<file path="src/rtl/lfsr_stream_if.sv">
// Output stream bundle for lfsr_stream.
// master drives data/valid, slave drives ready.
interface lfsr_stream_if #(
    parameter int WIDTH = 8
);
    logic [WIDTH-1:0] out_data;
    logic             out_valid;
    logic             out_ready;

    modport master (
        output out_data,
        output out_valid,
        input  out_ready
    );

    modport slave (
        input  out_data,
        input  out_valid,
        output out_ready
    );
endinterface

</file>
<file path="src/rtl/lfsr_stream.sv">
// Fibonacci LFSR pattern source with a valid/ready output stream.
// Define LFSR_LOCKUP_EN to enable all-zero state recovery.
module lfsr_stream #(
    parameter int               WIDTH   = 8,
    parameter logic [WIDTH-1:0] TAPS    = 8'hB8,
    parameter int               COUNT_W = 8
) (
    input  logic               clk,
    input  logic               rst_n,
    input  logic [WIDTH-1:0]   seed,
    input  logic               seed_load,
    input  logic               start,
    input  logic               mode,
    input  logic [COUNT_W-1:0] length,
    input  logic               stop,
    output logic               busy,
    output logic               done,
    output logic               lockup,
    lfsr_stream_if.master      stream
);

    typedef enum logic [1:0] {
        IDLE = 2'd0,
        RUN  = 2'd1,
        DONE = 2'd2
    } state_t;

    state_t             state_q, state_d;
    logic [WIDTH-1:0]   lfsr_q, lfsr_d;
    logic [COUNT_W-1:0] cnt_q, cnt_d;
    logic [COUNT_W-1:0] len_q, len_d;
    logic [COUNT_W-1:0] cnt_inc;
    logic               mode_q, mode_d;
    logic               valid_q, valid_d;
    logic               busy_q, busy_d;
    logic               done_q, done_d;
    logic               lock_q, lock_d;
    logic               hs;
    logic               zero;
    logic               zero_d;
    logic [WIDTH-1:0]   stepped;

    assign hs      = valid_q & stream.out_ready;
    assign cnt_inc = cnt_q + COUNT_W'(1);
    assign stepped = {lfsr_q[WIDTH-2:0], ^(lfsr_q & TAPS)};

`ifdef LFSR_LOCKUP_EN
    assign zero   = (lfsr_q == '0);
    assign zero_d = (lfsr_d == '0);
`else
    assign zero   = 1'b0;
    assign zero_d = 1'b0;
`endif

    // FSM state register
    always_ff @(posedge clk) begin
        if (!rst_n) state_q <= IDLE;
        else        state_q <= state_d;
    end

    // FSM next-state: zero-length bursts spend one cycle in RUN
    always_comb begin
        state_d = state_q;
        unique case (state_q)
            IDLE: if (start) state_d = RUN;
            RUN: begin
                if (!mode_q && len_q == '0)
                    state_d = DONE;
                else if (stop)
                    state_d = DONE;
                else if (hs && !mode_q && cnt_inc == len_q)
                    state_d = DONE;
            end
            DONE: state_d = IDLE;
            default: state_d = IDLE;
        endcase
    end

    // Datapath next values: seed load, run setup, stepping
    always_comb begin
        lfsr_d = lfsr_q;
        cnt_d  = cnt_q;
        mode_d = mode_q;
        len_d  = len_q;
        unique case (state_q)
            IDLE: begin
                if (seed_load) lfsr_d = seed;
                if (start) begin
                    mode_d = mode;
                    len_d  = length;
                    cnt_d  = '0;
                end
            end
            RUN: begin
                if (zero) begin
                    lfsr_d = WIDTH'(1);
                end else if (hs) begin
                    lfsr_d = stepped;
                    if (cnt_q != '1) cnt_d = cnt_inc;
                end
            end
            default: ;
        endcase
    end

    // Output next values, predicted from next state so they register cleanly
    always_comb begin
        busy_d  = (state_d == RUN);
        done_d  = (state_d == DONE);
        lock_d  = (state_d == RUN) && zero_d;
        valid_d = (state_d == RUN)
                  && !(!mode_d && len_d == '0)
                  && !zero_d;
    end

    // Datapath registers; reset restarts the sequence from the seed
    always_ff @(posedge clk) begin
        if (!rst_n) begin
            lfsr_q <= seed;
            cnt_q  <= '0;
            len_q  <= '0;
            mode_q <= 1'b0;
        end else begin
            lfsr_q <= lfsr_d;
            cnt_q  <= cnt_d;
            len_q  <= len_d;
            mode_q <= mode_d;
        end
    end

    // Registered status and stream outputs
    always_ff @(posedge clk) begin
        if (!rst_n) begin
            valid_q <= 1'b0;
            busy_q  <= 1'b0;
            done_q  <= 1'b0;
            lock_q  <= 1'b0;
        end else begin
            valid_q <= valid_d;
            busy_q  <= busy_d;
            done_q  <= done_d;
            lock_q  <= lock_d;
        end
    end

    assign stream.out_data  = lfsr_q;
    assign stream.out_valid = valid_q;
    assign busy             = busy_q;
    assign done             = done_q;
    assign lockup           = lock_q;

endmodule

</file>
<file path="src/flat_wrapper.sv">
// flat-port wrapper written by rule: the top's interface ports become plain ports
module lfsr_stream_flat 
#(
    parameter int               WIDTH   = 8,
    parameter logic [WIDTH-1:0] TAPS    = 8'hB8,
    parameter int               COUNT_W = 8
)
  (clk, rst_n, seed, seed_load, start, mode, length, stop, busy, done, lockup, stream_out_data, stream_out_valid, stream_out_ready);
  lfsr_stream_if #(.WIDTH(WIDTH)) stream_i ();
  input  logic clk;
  input  logic rst_n;
  input  logic [WIDTH-1:0] seed;
  input  logic seed_load;
  input  logic start;
  input  logic mode;
  input  logic [COUNT_W-1:0] length;
  input  logic stop;
  output logic busy;
  output logic done;
  output logic lockup;
  output wire logic [$bits(stream_i.out_data)-1:0] stream_out_data;
  output wire logic [$bits(stream_i.out_valid)-1:0] stream_out_valid;
  input wire logic [$bits(stream_i.out_ready)-1:0] stream_out_ready;
  assign stream_out_data = stream_i.out_data;
  assign stream_out_valid = stream_i.out_valid;
  assign stream_i.out_ready = stream_out_ready;
  lfsr_stream #(.WIDTH(WIDTH), .TAPS(TAPS), .COUNT_W(COUNT_W)) u_core (.clk(clk), .rst_n(rst_n), .seed(seed), .seed_load(seed_load), .start(start), .mode(mode), .length(length), .stop(stop), .busy(busy), .done(done), .lockup(lockup), .stream(stream_i));
endmodule
</file>
<file path="config.mk">
export PLATFORM = sky130hd
export DESIGN_NAME = lfsr_stream_flat
export DESIGN_NICKNAME = d
export VERILOG_FILES = /design/src/rtl/lfsr_stream_if.sv /design/src/rtl/lfsr_stream.sv /design/src/flat_wrapper.sv
export SDC_FILE = /design/constraint.sdc
export NUM_CORES = 1
export LEC_CHECK = 0
export CORE_MARGIN = 10
export CORE_UTILIZATION = 39
export DETAILED_ROUTE_END_ITERATION = 8
export PLACE_DENSITY_LB_ADDON = 0.15
export SYNTH_ARGS = -nofsm -noshare
export SYNTH_HDL_FRONTEND = slang
export SYNTH_SLANG_ARGS = --single-unit
</file>
<file path="constraint.sdc">
create_clock -name clk -period 3.05 [get_ports clk]
set_input_delay 0.61 -clock clk [delete_from_list [all_inputs] [get_ports clk]]
set_output_delay 0.61 -clock clk [all_outputs]
set_load 0.01 [all_outputs]
</file>
# == Yosys cells after proc, flatten, opt, wreduce, memory -nomap -nowiden ==
# Index checks and enable logic that the tools add are counted.
# totals
inputBits,23
output_inout_bits,12
reg_bits,30
elab_cells,53
# classes
add_sub_neg,1
n_eq_ne,11
n_mux,17
n_reduce_logical,15
bitwise_logic,1
# ops
op,n
2-to-1 mux 8 bit,8
one-hot mux 8 bit (2 select lines),2
logical NOT 8 bit,2
"adder 8 x 1 -> 8 bit, second input constant",1
== test 8 bit,1
2-to-1 mux 2 bit,4
"!= test 8 bit, second input constant",1
parity 8 bit,1
logical AND 1 bit,5
"== test 2 x 1 -> 1 bit, second input constant",2
"!= test 2 x 1 -> 1 bit, second input constant",2
one-hot mux 2 bit (2 select lines),1
AND reduction 4 bit,1
logical NOT 1 bit,3
"!= test 3 x 1 -> 1 bit, second input constant",1
"!= test 3 x 2 -> 1 bit, second input constant",1
"!= test 3 bit, second input constant",1
AND reduction 3 bit,1
"== test 2 bit, second input constant",1
logical NOT 2 bit,1
2-to-1 mux 1 bit,2
"!= test 2 bit, second input constant",1
nonzero test 2 bit,1
AND 1 bit,1

# == Logic depth before layout (Yosys ltp) ==
# logic_depth
word_depth,9
ltp_mapped,6
ltp_nobuf,6

# == Worst setup path after synthesis ==
# OpenSTA, ideal clock, no wires.
# synth_path
path_type,input port to flip-flop
from,input port seed_load
to,"register u_core.lfsr_q[0], in the netlist u_core.stream.out_data[0], enable pin"
setup_time_ns,0.384
required_ns,2.666
path_slack_ns,1.273
path_buffers,0
cell_stages,3
t_arrival_ns,1.393
path_cell_list,nor2b_1 > a31oi_1 > o21ai_0
# synth_via
elab_chain_len,2
# synth_rtl
item,line,rtl
from (decl),flat_wrapper.sv:13,input logic seed_load;
!= test 3 bit (no line),-,
AND reduction 3 bit (no line),-,
to (signal assigned),lfsr_stream.sv:124,lfsr_q <= lfsr_d;
to (decl),lfsr_stream.sv:29,"logic [WIDTH-1:0] lfsr_q, lfsr_d;"
# No other way between the ends.
# A chain may end at the register's enable or synchronous reset.

# == Worst setup path after layout ==
# layout_path
from,register u_core.cnt_q[0]
to,register u_core.state_q[0]
# layout_via
elab_chain_len,7
# layout_rtl
item,line,rtl
from (decl),lfsr_stream.sv:30,"logic [COUNT_W-1:0] cnt_q, cnt_d;"
from (signal assigned),lfsr_stream.sv:125,cnt_q <= cnt_d;
adder 8 x 1 -> 8 bit,lfsr_stream.sv:44,assign cnt_inc = cnt_q + COUNT_W'(1);
== test 8 bit,lfsr_stream.sv:71,else if (hs && !mode_q && cnt_inc == len_q)
logical AND 1 bit,lfsr_stream.sv:71,
2-to-1 mux 2 bit,lfsr_stream.sv:71,
2-to-1 mux 2 bit,lfsr_stream.sv:69,else if (stop)
2-to-1 mux 2 bit,lfsr_stream.sv:67,if (!mode_q && len_q == '0)
one-hot mux 2 bit (2 select lines),lfsr_stream.sv:64,unique case (state_q)
to (signal assigned),lfsr_stream.sv:58,else state_q <= state_d;
to (decl),lfsr_stream.sv:28,"state_t state_q, state_d;"
# No other way between the ends.

==> impl_metrics.json <==
{
  "asyncSetResetFlopFracSynth_pct": 0,
  "grt_pass1_wl_mm": 6.62,
  "final-setup-viol-count": 0,
  "p_comb_share_pct": 18.3,
  "track_usage_pct": 11.5,
  "grt_setup_unrepaired": "no",
  "synth_enable_flop_cells": 8,
  "boundaryPins": 35,
  "place_area_mm2": 0.00192,
  "whs_ns": 0.474,
  "criticalPathCategory": "flip-flop to flip-flop",
  "rows": 22,
  "count_leader_synth": "nand2_1",
  "design_power_total_mw": 0.970,
  "dr.first_iter.drc_count": 185,
  "synth.area.top_cells": "dfxtp_1 28%, edfxtp_1 15%, nand2_1 7.4%",
  "synth.ff_latch_count": 30,
  "netlist_instances": 176,
  "synth.top_cell.area_share_pct": 28.1,
  "finish.instance_area_mm2": 0.00201,
  "ctsRootBufferMaster": "clkbuf_8",
  "final_period_minus_worst_setup_slack_ns": 2.03,
  "pwr_density_cell_mw_per_mm2": 483,
  "h-tree-depth": 2,
  "dr.pass1.iters": 4,
  "synth-main-ff-cell": "dfxtp_1",
  "die_area_mm2": 0.00696,
  "min-delay-path-class": "flip-flop to flip-flop",
  "gp_congestion": 0.858,
  "critical_path_peak_fanout": 7,
  "die_width_um": 83.4,
  "detail_route.drc_violations": 0,
  "sw_frac_of_total_pct": 25.9,
  "ys_seq_area_share_pct": 43.4,
  "fin_skew_ns": 0.00387,
  "tritoncts": "done",
  "post_synth.cell_area_avg_um2": 8.91,
  "clk_latency_ns": 0.28,
  "antenna_violating_nets_post_route": 0,
  "cell_area_after_synthesis_mm2": 0.00157,
  "maxCapViolations": 0,
  "fillCellCount": 336,
  "numPortBuffers": 33,
  "max_freq_mhz": 494,
  "vdd_ir_drop_max_uv": 307,
  "n_antenna_cell": 0,
  "start_kind": "flip-flop",
  "timing.final.max_slew_violations": 0,
  "post_cts.resized_instances": 0,
  "worst_slew_pin_slew_ns": 0.494,
  "worstPathRequired_ns": 3.20,
  "synthesis.nets": 200,
  "routed_wl_mm": 4.03,
  "tns_ns": 0,
  "fin_crit_sh_pct": 66.4,
  "clkTransAtPathRegs_ns": 0.06,
  "dpl.cell_count": 250,
  "initial_utilization_pct": 41.6,
  "worst_slew_margin_rel_pct": 66.9,
  "internal_power_mw": 0.719,
  "nNetsFinal": 233,
  "routed-via-count": 1407,
  "cts_buffers": 5,
  "cp.arrival_ns": 2.18,
  "grt_remaining_overflow": 0,
  "yosysWarnings": 0,
  "grt_antenna_before_repair": 0,
  "area_growth_pct": 28.2,
  "floorplan.core_area_mm2": 0.00377,
  "cts_hold_buf": 0,
  "synth_cell_type_count": 41,
  "largest_net_degree_at_the_start_of_global_routing": 18,
  "critical_path.endpoint_type": "flip-flop",
  "cts-root-to-sink-buffers": 2,
  "routed_wl_per_cell_um": 15.6,
  "seq_pwr_share_pct": 47.6,
  "synth.largest_area_cell": "dfxtp_1",
  "dpl.hpwl_mm": 3.10,
  "vertical_extent_of_the_die_um": 83.4,
  "power_frac_clock_pct": 34.1,
  "postCtsSetupBuffers": 0,
  "power.net_switching_mw": 0.251,
  "status": "completed",
  "post_layout_nonfiller_instances": 258,
  "ys_top_cells_by_count": "31 x nand2_1, 22 x dfxtp_1, 19 x a21oi_1, 10 x nor2_1",
  "cts_num_sinks": 30,
  "leakage_nw": 0.735,
  "grt_pass1_vias": 1369,
  "finalHoldViolCount": 0,
  "drive_above_1_share_pct": 9.52,
  "avgViaCountPerCell": 5.45
}
power groups by stage:
stage | Sequential (mW) | Clock [mW] | Combinational, mW
final | 0.462 | 0.331 | 0.178
after global routing | 0.465 | 0.357 | 0.194
after CTS | 0.462 | 0.335 | 0.179
after detailed placement | 0.470 | 0 | 0.178
after global placement | 0.469 | 0 | 0.176
after floorplan | 0.473 | 0 | 0.0880
sequential cells by signal, summed over array words and instances, names as in the netlist:
signal and count:
u_core.busy 1, u_core.cnt_q 8, u_core.done 1, u_core.len_q 8, u_core.mode_q 1, u_core.state_q 2, u_core.stream.out_data 8, u_core.stream.out_valid 1
final timing paths:
check / startpoint / endpoint / slack (ns) / depth (start not counted)
min reg2reg: u_core.mode_q / u_core.mode_q / 0.47 / 2
max: u_core.cnt_q[0] / u_core.state_q[0] / 1.02 / 6
max reg2reg: u_core.cnt_q[0] / u_core.state_q[0] / 1.02 / 6
min: u_core.mode_q / u_core.mode_q / 0.47 / 2
routing by layer:
| layer | wire length [um] | vias to the layer above | global-route usage [%] |
|---|---|---|---|
| met2 | 1910 | 56 | 18.6 |
| met1 | 1720 | 643 | 12.5 |
| li1 | - | 697 | - |
| met5 | 0 | - | 0 |
| met3 | 287 | 11 | 4.30 |
| met4 | 104 | 0 | 6.46 |
cells in the final DEF, fill, tap and decap left out, types with 2 or more instances in the layout:
master | synthesis | layout
dfxtp_1 | 22 | 22
a21oi_1 | 19 | 19
clkdlybuf4s50_1 | 0 | 33
and3_1 | 2 | 2
o21ai_1 | 3 | 3
o21ai_0 | 8 | 8
nor3_1 | 5 | 5
nand2b_1 | 3 | 3
nor2b_1 | 2 | 2
a311oi_1 | 2 | 2
o21ba_1 | 2 | 2
nand3_1 | 5 | 5
xnor2_1 | 8 | 8
clkbuf_1 | 1 | 2
nand2_1 | 31 | 31
edfxtp_1 | 8 | 8
o32a_1 | 2 | 2
a31oi_1 | 2 | 2
nor2_1 | 10 | 10
xor2_1 | 4 | 4
mux2_2 | 7 | 7
nor4_1 | 4 | 4
buf_4 | 4 | 2
clkbuf_8 | 0 | 6
cell families after synthesis:
| family | count (synthesis) | share of synthesized area (%) |
|---|---|---|
| other | 1 | 0.239 |
| XOR/XNOR | 12 | 6.70 |
| adder cells (fa/ha/maj) | 1 | 0.798 |
| multiplexers | 7 | 5.03 |
| AO/OA/AOI/OAI | 46 | 18.7 |
| buffers and inverters | 11 | 3.91 |
| flip-flops | 30 | 43.4 |
| AND/OR/NAND/NOR | 68 | 21.2 |
area by class of cell:
type                       instances  area [um2]  area share [%]
clock buffer                       8        90.1            4.48
multi-input combinational        135         826            41.1
tap                               48        60.1            2.99
inverter                           2        7.51           0.374
timing repair buffer              35         345            17.2
sequential                        30         681            33.9
worst max-delay path, stage by stage, from the launching register on:
cell	delay, ns
dfxtp_1	0.46
ha_1	0.34
nand2b_1	0.11
o211a_1	0.21
o32a_1	0.29
a211oi_2	0.36
o21ai_1	0.13
through the flow:
step	utilization, %	setup slack, ns
4_1_cts	53.3	1.02
3_5_place_dp	50.9	0.768
2_1_floorplan	-	1.27
3_3_place_gp	50.9	0.805
6_report	53.3	1.02
5_1_grt	53.3	0.864
(Power assumes the default switching activity.)
